<file path="src/rtl/arbiter_4_masters_rr.sv">
// arbiter_4_masters_rr: round-robin Wishbone arbiter sharing one slave among four masters, with a stall watchdog
module arbiter_4_masters_rr #(
  parameter int TIMEOUT = 255
) (
  input  logic        clk,
  input  logic        rst,
  input  logic        i_m0_we,
  input  logic        i_m0_stb,
  input  logic        i_m0_cyc,
  input  logic [3:0]  i_m0_sel,
  input  logic [31:0] i_m0_adr,
  input  logic [31:0] i_m0_dat,
  output logic [31:0] o_m0_dat,
  output logic        o_m0_ack,
  output logic        o_m0_int,
  input  logic        i_m1_we,
  input  logic        i_m1_stb,
  input  logic        i_m1_cyc,
  input  logic [3:0]  i_m1_sel,
  input  logic [31:0] i_m1_adr,
  input  logic [31:0] i_m1_dat,
  output logic [31:0] o_m1_dat,
  output logic        o_m1_ack,
  output logic        o_m1_int,
  input  logic        i_m2_we,
  input  logic        i_m2_stb,
  input  logic        i_m2_cyc,
  input  logic [3:0]  i_m2_sel,
  input  logic [31:0] i_m2_adr,
  input  logic [31:0] i_m2_dat,
  output logic [31:0] o_m2_dat,
  output logic        o_m2_ack,
  output logic        o_m2_int,
  input  logic        i_m3_we,
  input  logic        i_m3_stb,
  input  logic        i_m3_cyc,
  input  logic [3:0]  i_m3_sel,
  input  logic [31:0] i_m3_adr,
  input  logic [31:0] i_m3_dat,
  output logic [31:0] o_m3_dat,
  output logic        o_m3_ack,
  output logic        o_m3_int,
  output logic        o_s_we,
  output logic        o_s_stb,
  output logic        o_s_cyc,
  output logic [3:0]  o_s_sel,
  output logic [31:0] o_s_adr,
  output logic [31:0] o_s_dat,
  input  logic [31:0] i_s_dat,
  input  logic        i_s_ack,
  input  logic        i_s_int,
  output logic [3:0]  o_grant,
  output logic        o_timeout
);
  typedef enum logic {IDLE, OWNED} state_t;
  state_t      state;
  logic [3:0]  grant;
  logic [1:0]  own, last_owner, nxt;
  logic [15:0] cnt;
  logic [3:0]  cyc, stb, we;
  logic [3:0]  sel [4];
  logic [31:0] adr [4];
  logic [31:0] dat [4];
  logic        owned, timeout;

  assign cyc = {i_m3_cyc, i_m2_cyc, i_m1_cyc, i_m0_cyc};
  assign stb = {i_m3_stb, i_m2_stb, i_m1_stb, i_m0_stb};
  assign we  = {i_m3_we, i_m2_we, i_m1_we, i_m0_we};
  assign sel = '{i_m0_sel, i_m1_sel, i_m2_sel, i_m3_sel};
  assign adr = '{i_m0_adr, i_m1_adr, i_m2_adr, i_m3_adr};
  assign dat = '{i_m0_dat, i_m1_dat, i_m2_dat, i_m3_dat};

  assign owned   = state == OWNED;
  assign timeout = owned && stb[own] && !i_s_ack && cnt == 16'(TIMEOUT);

  // Round-robin search starting just after the previous owner and wrapping
  always_comb begin
    logic found;
    logic [1:0] idx;
    nxt = '0;
    found = 1'b0;
    idx = '0;
    for (int i = 1; i <= 4; i++) begin
      idx = last_owner + i[1:0];
      if (!found && cyc[idx]) begin
        nxt = idx;
        found = 1'b1;
      end
    end
  end

  // Ownership FSM and watchdog counter; an owner keeps the bus until it drops cyc
  always_ff @(posedge clk or negedge rst) begin
    if (!rst) begin
      state <= IDLE;
      grant <= '0;
      own <= '0;
      last_owner <= 2'd3;
      cnt <= '0;
    end else if (!owned) begin
      cnt <= '0;
      if (|cyc) begin
        state <= OWNED;
        own <= nxt;
        grant <= 4'b0001 << nxt;
      end
    end else if (!cyc[own]) begin
      state <= IDLE;
      grant <= '0;
      last_owner <= own;
      cnt <= '0;
    end else begin
      cnt <= (i_s_ack || !stb[own] || timeout) ? '0 : cnt + 16'd1;
    end
  end

  assign o_grant   = grant;
  assign o_timeout = timeout;

  assign o_s_cyc = owned && cyc[own];
  assign o_s_stb = owned && stb[own] && !timeout;
  assign o_s_we  = owned && we[own];
  assign o_s_sel = owned ? sel[own] : '0;
  assign o_s_adr = owned ? adr[own] : '0;
  assign o_s_dat = owned ? dat[own] : '0;

  assign o_m0_ack = grant[0] && (i_s_ack || timeout);
  assign o_m1_ack = grant[1] && (i_s_ack || timeout);
  assign o_m2_ack = grant[2] && (i_s_ack || timeout);
  assign o_m3_ack = grant[3] && (i_s_ack || timeout);

  assign o_m0_dat = (grant[0] && !timeout) ? i_s_dat : '0;
  assign o_m1_dat = (grant[1] && !timeout) ? i_s_dat : '0;
  assign o_m2_dat = (grant[2] && !timeout) ? i_s_dat : '0;
  assign o_m3_dat = (grant[3] && !timeout) ? i_s_dat : '0;

  assign o_m0_int = i_s_int;
  assign o_m1_int = i_s_int;
  assign o_m2_int = i_s_int;
  assign o_m3_int = i_s_int;
endmodule

</file>
<file path="config.mk">
export PLATFORM = sky130hd
export DESIGN_NAME = arbiter_4_masters_rr
export DESIGN_NICKNAME = d
export VERILOG_FILES = /design/src/rtl/arbiter_4_masters_rr.sv
export SDC_FILE = /design/constraint.sdc
export NUM_CORES = 1
export LEC_CHECK = 0
export ABC_AREA = 1
export CORE_AREA = 2 2 207 209
export DETAILED_ROUTE_END_ITERATION = 16
export DIE_AREA = 0 0 209 211
export PLACE_DENSITY = 0.45
export RECOVER_POWER = 50
export SLEW_MARGIN = 20
export SYNTH_ARGS = -nofsm -noshare
export SYNTH_HDL_FRONTEND = slang
export SYNTH_SLANG_ARGS = --single-unit
export TNS_END_PERCENT = 1
</file>
<file path="constraint.sdc">
create_clock -name clk -period 3.63 [get_ports clk]
set_input_delay 0.726 -clock clk [delete_from_list [all_inputs] [get_ports clk]]
set_output_delay 0.726 -clock clk [all_outputs]
set_load 0.05 [all_outputs]
</file>
=== Word level (Yosys, flattened, before mapping) ===
Index checks and enable logic that the tools add are counted.
Widths: inputs -> output; s select.

* Mux-type cells: 46
* Magnitude comparators: 6
* Add/subtract/negate cells: 4
* Shift-type cells: 1
* Bitwise operators: 3
* Reductions and logical operators: 31
* Equality and inequality tests: 2

{| class="wikitable"
|+ Operators with widths
! cell !! count
|-
| $mux 32 || 10
|-
| $bmux 32 s2 || 2
|-
| $mux 16 || 3
|-
| $mux 4 || 6
|-
| $logic_and 1x1->1 || 17
|-
| $add 16x1->16 const B || 1
|-
| $eq 16x8->1 const B || 1
|-
| $lt 2x3->1 const B || 5
|-
| $bmux 1 s2 || 7
|-
| $mux 1 || 13
|-
| $bmux 4 s2 || 1
|-
| $mux 2 || 4
|-
| $logic_not 1->1 || 6
|-
| $reduce_and 2->1 || 3
|-
| $add 2x2->2 const B || 2
|-
| $reduce_or 4->1 || 1
|-
| $shl 1x2->4 const A || 1
|-
| $ge 3x3->1 const B || 1
|-
| $logic_or 1x1->1 || 3
|-
| $not 2->3 || 1
|-
| $add 2x1->2 const B || 1
|-
| $ne 2x2->1 const B || 1
|-
| $not 1->1 || 2
|-
| $reduce_bool 2->1 || 1
|}

* Input bits: 320
* Output and inout port bits: 212
* Bits in registers: 25
* Word-level logic and storage cells: 98

=== Longest topological paths before layout ===
* Depth in word-level cells: 16
* Depth in mapped cells: 12

=== Worst setup path before layout ===
Ideal clock, no wire load.

* Kind: input-to-output
* Start: input port i_m1_stb
* End: output port o_s_stb
* Path buffers: 0
* Arrival time: 2580 ps
* Stages: 6
* Path slack: 324 ps
* Cell sequence: o21ai_1 -> o22a_4 -> nor2_2 -> nand3_4 -> inv_1 -> nor3_1

* Cells in the longest elaborated chain, start to end: 7

{| class="wikitable"
|+ Ends and longest elaborated chain
! what !! line !! source
|-
| from (decl) || 17 || <nowiki>input logic i_m1_stb,</nowiki>
|-
| $bmux 1 s2 || 74 || <nowiki>assign timeout = owned && stb[own] && !i_s_ack && cnt == 16'(TIMEOUT);</nowiki>
|-
| $mux 1 (not written as such) || 74 ||
|-
| $logic_and 1x1->1 (3 in a row) || 74 ||
|-
| via o_timeout || 53 || <nowiki>output logic o_timeout</nowiki>
|-
| $logic_not 1->1 || 121 || <nowiki>assign o_s_stb = owned && stb[own] && !timeout;</nowiki>
|-
| $logic_and 1x1->1 || 121 ||
|-
| to (decl) || 44 || <nowiki>output logic o_s_stb,</nowiki>
|}

The timed path passes the listed nets, and every way through them passes these cells. The select of a mux whose other input is x is not followed.

=== Worst setup path after layout ===
* Start: register own[1]
* End: output port o_s_dat[14]

* Cells in the longest elaborated chain, start to end: 5

{| class="wikitable"
|+ Ends and longest elaborated chain
! what !! line !! source
|-
| from (decl) || 58 || <nowiki>logic [1:0] own, last_owner, nxt;</nowiki>
|-
| from (signal assigned) || 104 || <nowiki>own <= nxt;</nowiki>
|-
| $not 2->3 (not written as such) || 125 || <nowiki>assign o_s_dat = owned ? dat[own] : '0;</nowiki>
|-
| $bmux 32 s2 || 125 ||
|-
| $mux 32 (not written as such) (2 in a row) || 125 ||
|-
| $mux 32 || 125 ||
|-
| to (decl) || 48 || <nowiki>output logic [31:0] o_s_dat,</nowiki>
|}

No other way between the ends. The select of a mux whose other input is x is not followed.

==> results.md <==
- Io pins: 532
- CP top delay family: buffers and inverters
- Post-route insts no fill: 1954
- Setup-failing EPs final: 0
- Area Overhead vs Synth: 152%
- Syn nets: 1262
- Routability cong.: 0.868
- Leakage: 0.00515 uW
- Hold WS: 0.478 ns
- R2R setup slack: 0.49 ns
- DP Wirelength: 27.5 mm
- WL per Instance: 17.1 um
- Vias per std cell: 3.93
- Post-CTS setup repair buffer count: 0
- Final wirelength: 33.5 mm
- CP endpoint kind: output pin
- CTS tree: yes
- Critical-path maximum fanout: 71
- EDFF count, synth: 0
- Number of gates resized after cts: 0
- Crit start category: register
- Worst path slowest cell: dfrtp_2
- Worst hold path type: reg2reg
- Setup_tns: 0 ns
- Met2 Usage GRT: 27.4%
- Initial DRC count: 492
- Share of the synthesized area in the top cell type: 33.5%
- H-tree Lvls: 1
- Clock transition at path regs: 0.07 ns
- Critical path, cell by cell: clkinvlp_2 > buf_4 > nor2_1 > o21ai_0 > a21oi_1 > clkbuf_1
- YS warnings: 0
- Max stage delay on crit path: 0.72 ns
- Worst-Skew Late Latency: 0.26 ns
- Max-Cap Viols: 0
- Synthesized area: 4700 um2
- Slew margin rel.: 38.6%
- Sink Count: 25
- Die area: 44100 um2
- Avg Cell Area, Syn: 5.00 um2
- Width of the die: 209 um
- Placed insts: 1949
- Hold Path Depth: 1
- Final Cell Area: 11800 um2
- Remaining antenna violation count: 0
- Core ar.: 41800 um2
- Reg2reg path depth: 6
- Busiest grt layer: met2
- Die height: 211 um
- Count leader, synth: nor2_1
- CP arrival: 2.70 ns
- Crit Path Class: reg2out
- Max VDD drop: 0.000432 V
- Status: finished, final reports clean
- RSZ-0062 raised after global routing: false
- Remaining Overflow, GRT: 0
- Final clock skew: 0.00571 ns
- Post-synth ARST share: 100%
- Ys flop type: dfrtp_1
- Largest net degree at the start of global routing: 91
- Initial core utilization: 11.3%
- Final-report max-slew violation count: 0
- Vias in the first global route: 7471
- P per Cell Area: 760 nW/um2
- Clock buffer depth: 2
- Area leader, netlist: nor2_1
- Cell Area, Placed: 12400 um2
- Buffer and inverter count on the worst path: 3
- Met3 Resource Use GR: 2.35%
- Met1 usage: 16.7%
- DR vias: 7679
- Synthesized instance count: 941
- Seq/Total Area, Yosys: 13.4%
- Top cells by count, synth: nor2_1 (420), o21ai_0 (149), nand2_1 (75)
- Root Driver: clkbuf_16
- Initial antenna violation count: 3
- Port-buffer cells: 526
- # DRC: 0
- Actual slew at the worst max-slew pin: 0.921 ns
- Tcrit/Tclk final: 94.4%
- Share of cells above drive strength 1: 15.1%
- Register bit total from synthesis: 25
- Post-synthesis cell type count: 31
- Critical Path RT: 2.90 ns
- Cell depth of the worst setup path: 6
- Final hold vios: 0
- First-pass GRT wire length: 48.0 mm
- Final Net Count: 1736
- Gr usage total: 14.2%
- CTS Hold Bufs: 0
- Top cells by area, synth: nor2_1 (34%), o21ai_0 (16%), dfrtp_1 (12%)
- Drt first pass iters: 5
- Fmax: 292 MHz
- Minimum clock period: 3.43 ns
- Core Rows: 75
- Cts bufs inserted: 3
routing by layer:
layer  vias to the layer above  share of wire [%]
met5                         -              0.069
li1                       3906                  -
met2                       236                 53
met3                        33                5.5
met4                         4                1.6
met1                      3500                 39
where the power goes:
part	internal, uW	total (uW)	switching, uW	leakage [uW]
clock network	150	247	96.8	0.0000382
registers	338	499	161	0.000330
logic	2880	8250	5370	0.00478
total	3370	9000	5630	0.00515
path summary, 6_finish.rpt:
check	startpoint	to
hold / removal	cnt[0]	cnt[0]
min in group asynchronous	rst	cnt[14]
hold reg to reg	cnt[0]	cnt[0]
setup reg to reg	own[1]	cnt[0]
max in group asynchronous	rst	cnt[6]
setup / recovery	own[1]	o_s_dat[14]
registers in the layout, summed over array words and instances, names as in the netlist:
name	flops
cnt	16
owned	1
o_grant	4
last_owner	2
own	2
cell type report:
cell class	count	area [um2]
multi-input combinational	777	3390
fill	4570	29900
antenna	1	2.50
tap	539	674
timing repair buffer	541	6810
inverter	67	255
sequential	25	633
clock buffer	4	78.8
layout by cell type, fill, tap and decap left out, types with 2 or more instances in the layout:
| cell type | instances |
|---|---|
| a21oi_1 | 73 |
| buf_12 | 153 |
| buf_4 | 12 |
| clkbuf_1 | 16 |
| clkbuf_16 | 3 |
| clkbuf_2 | 15 |
| clkdlybuf4s50_1 | 317 |
| dfrtp_1 | 21 |
| dfstp_2 | 2 |
| dlygate4sd3_1 | 5 |
| dlymetal6s2s_1 | 23 |
| inv_1 | 62 |
| inv_2 | 3 |
| nand2_1 | 75 |
| nand2_4 | 4 |
| nand3_1 | 17 |
| nand4_1 | 6 |
| nor2_1 | 422 |
| nor2_2 | 11 |
| nor3_1 | 3 |
| o21ai_0 | 150 |
| o21ai_1 | 2 |
| o21ai_2 | 2 |
| xor2_1 | 5 |
stage by stage:
stage	setup WS, ns	total power (uW)	util, %
floorplan	0.324	5470	-
global placement	0.115	10100	29.7
detailed placement	0.0882	10100	29.7
CTS	0.0865	10400	29.9
global route	0.0660	9580	28.4
finish	0.205	9000	28.4
kinds of logic after synthesis:
group / synth area share [%]
AO/OA/AOI/OAI: 25.0
buffers and inverters: 14.2
XOR/XNOR: 1.12
AND/OR/NAND/NOR: 46.1
flip-flops: 13.4
adder cells (fa/ha/maj): 0.266
Note: power is estimated with default switching activity, not from simulation.
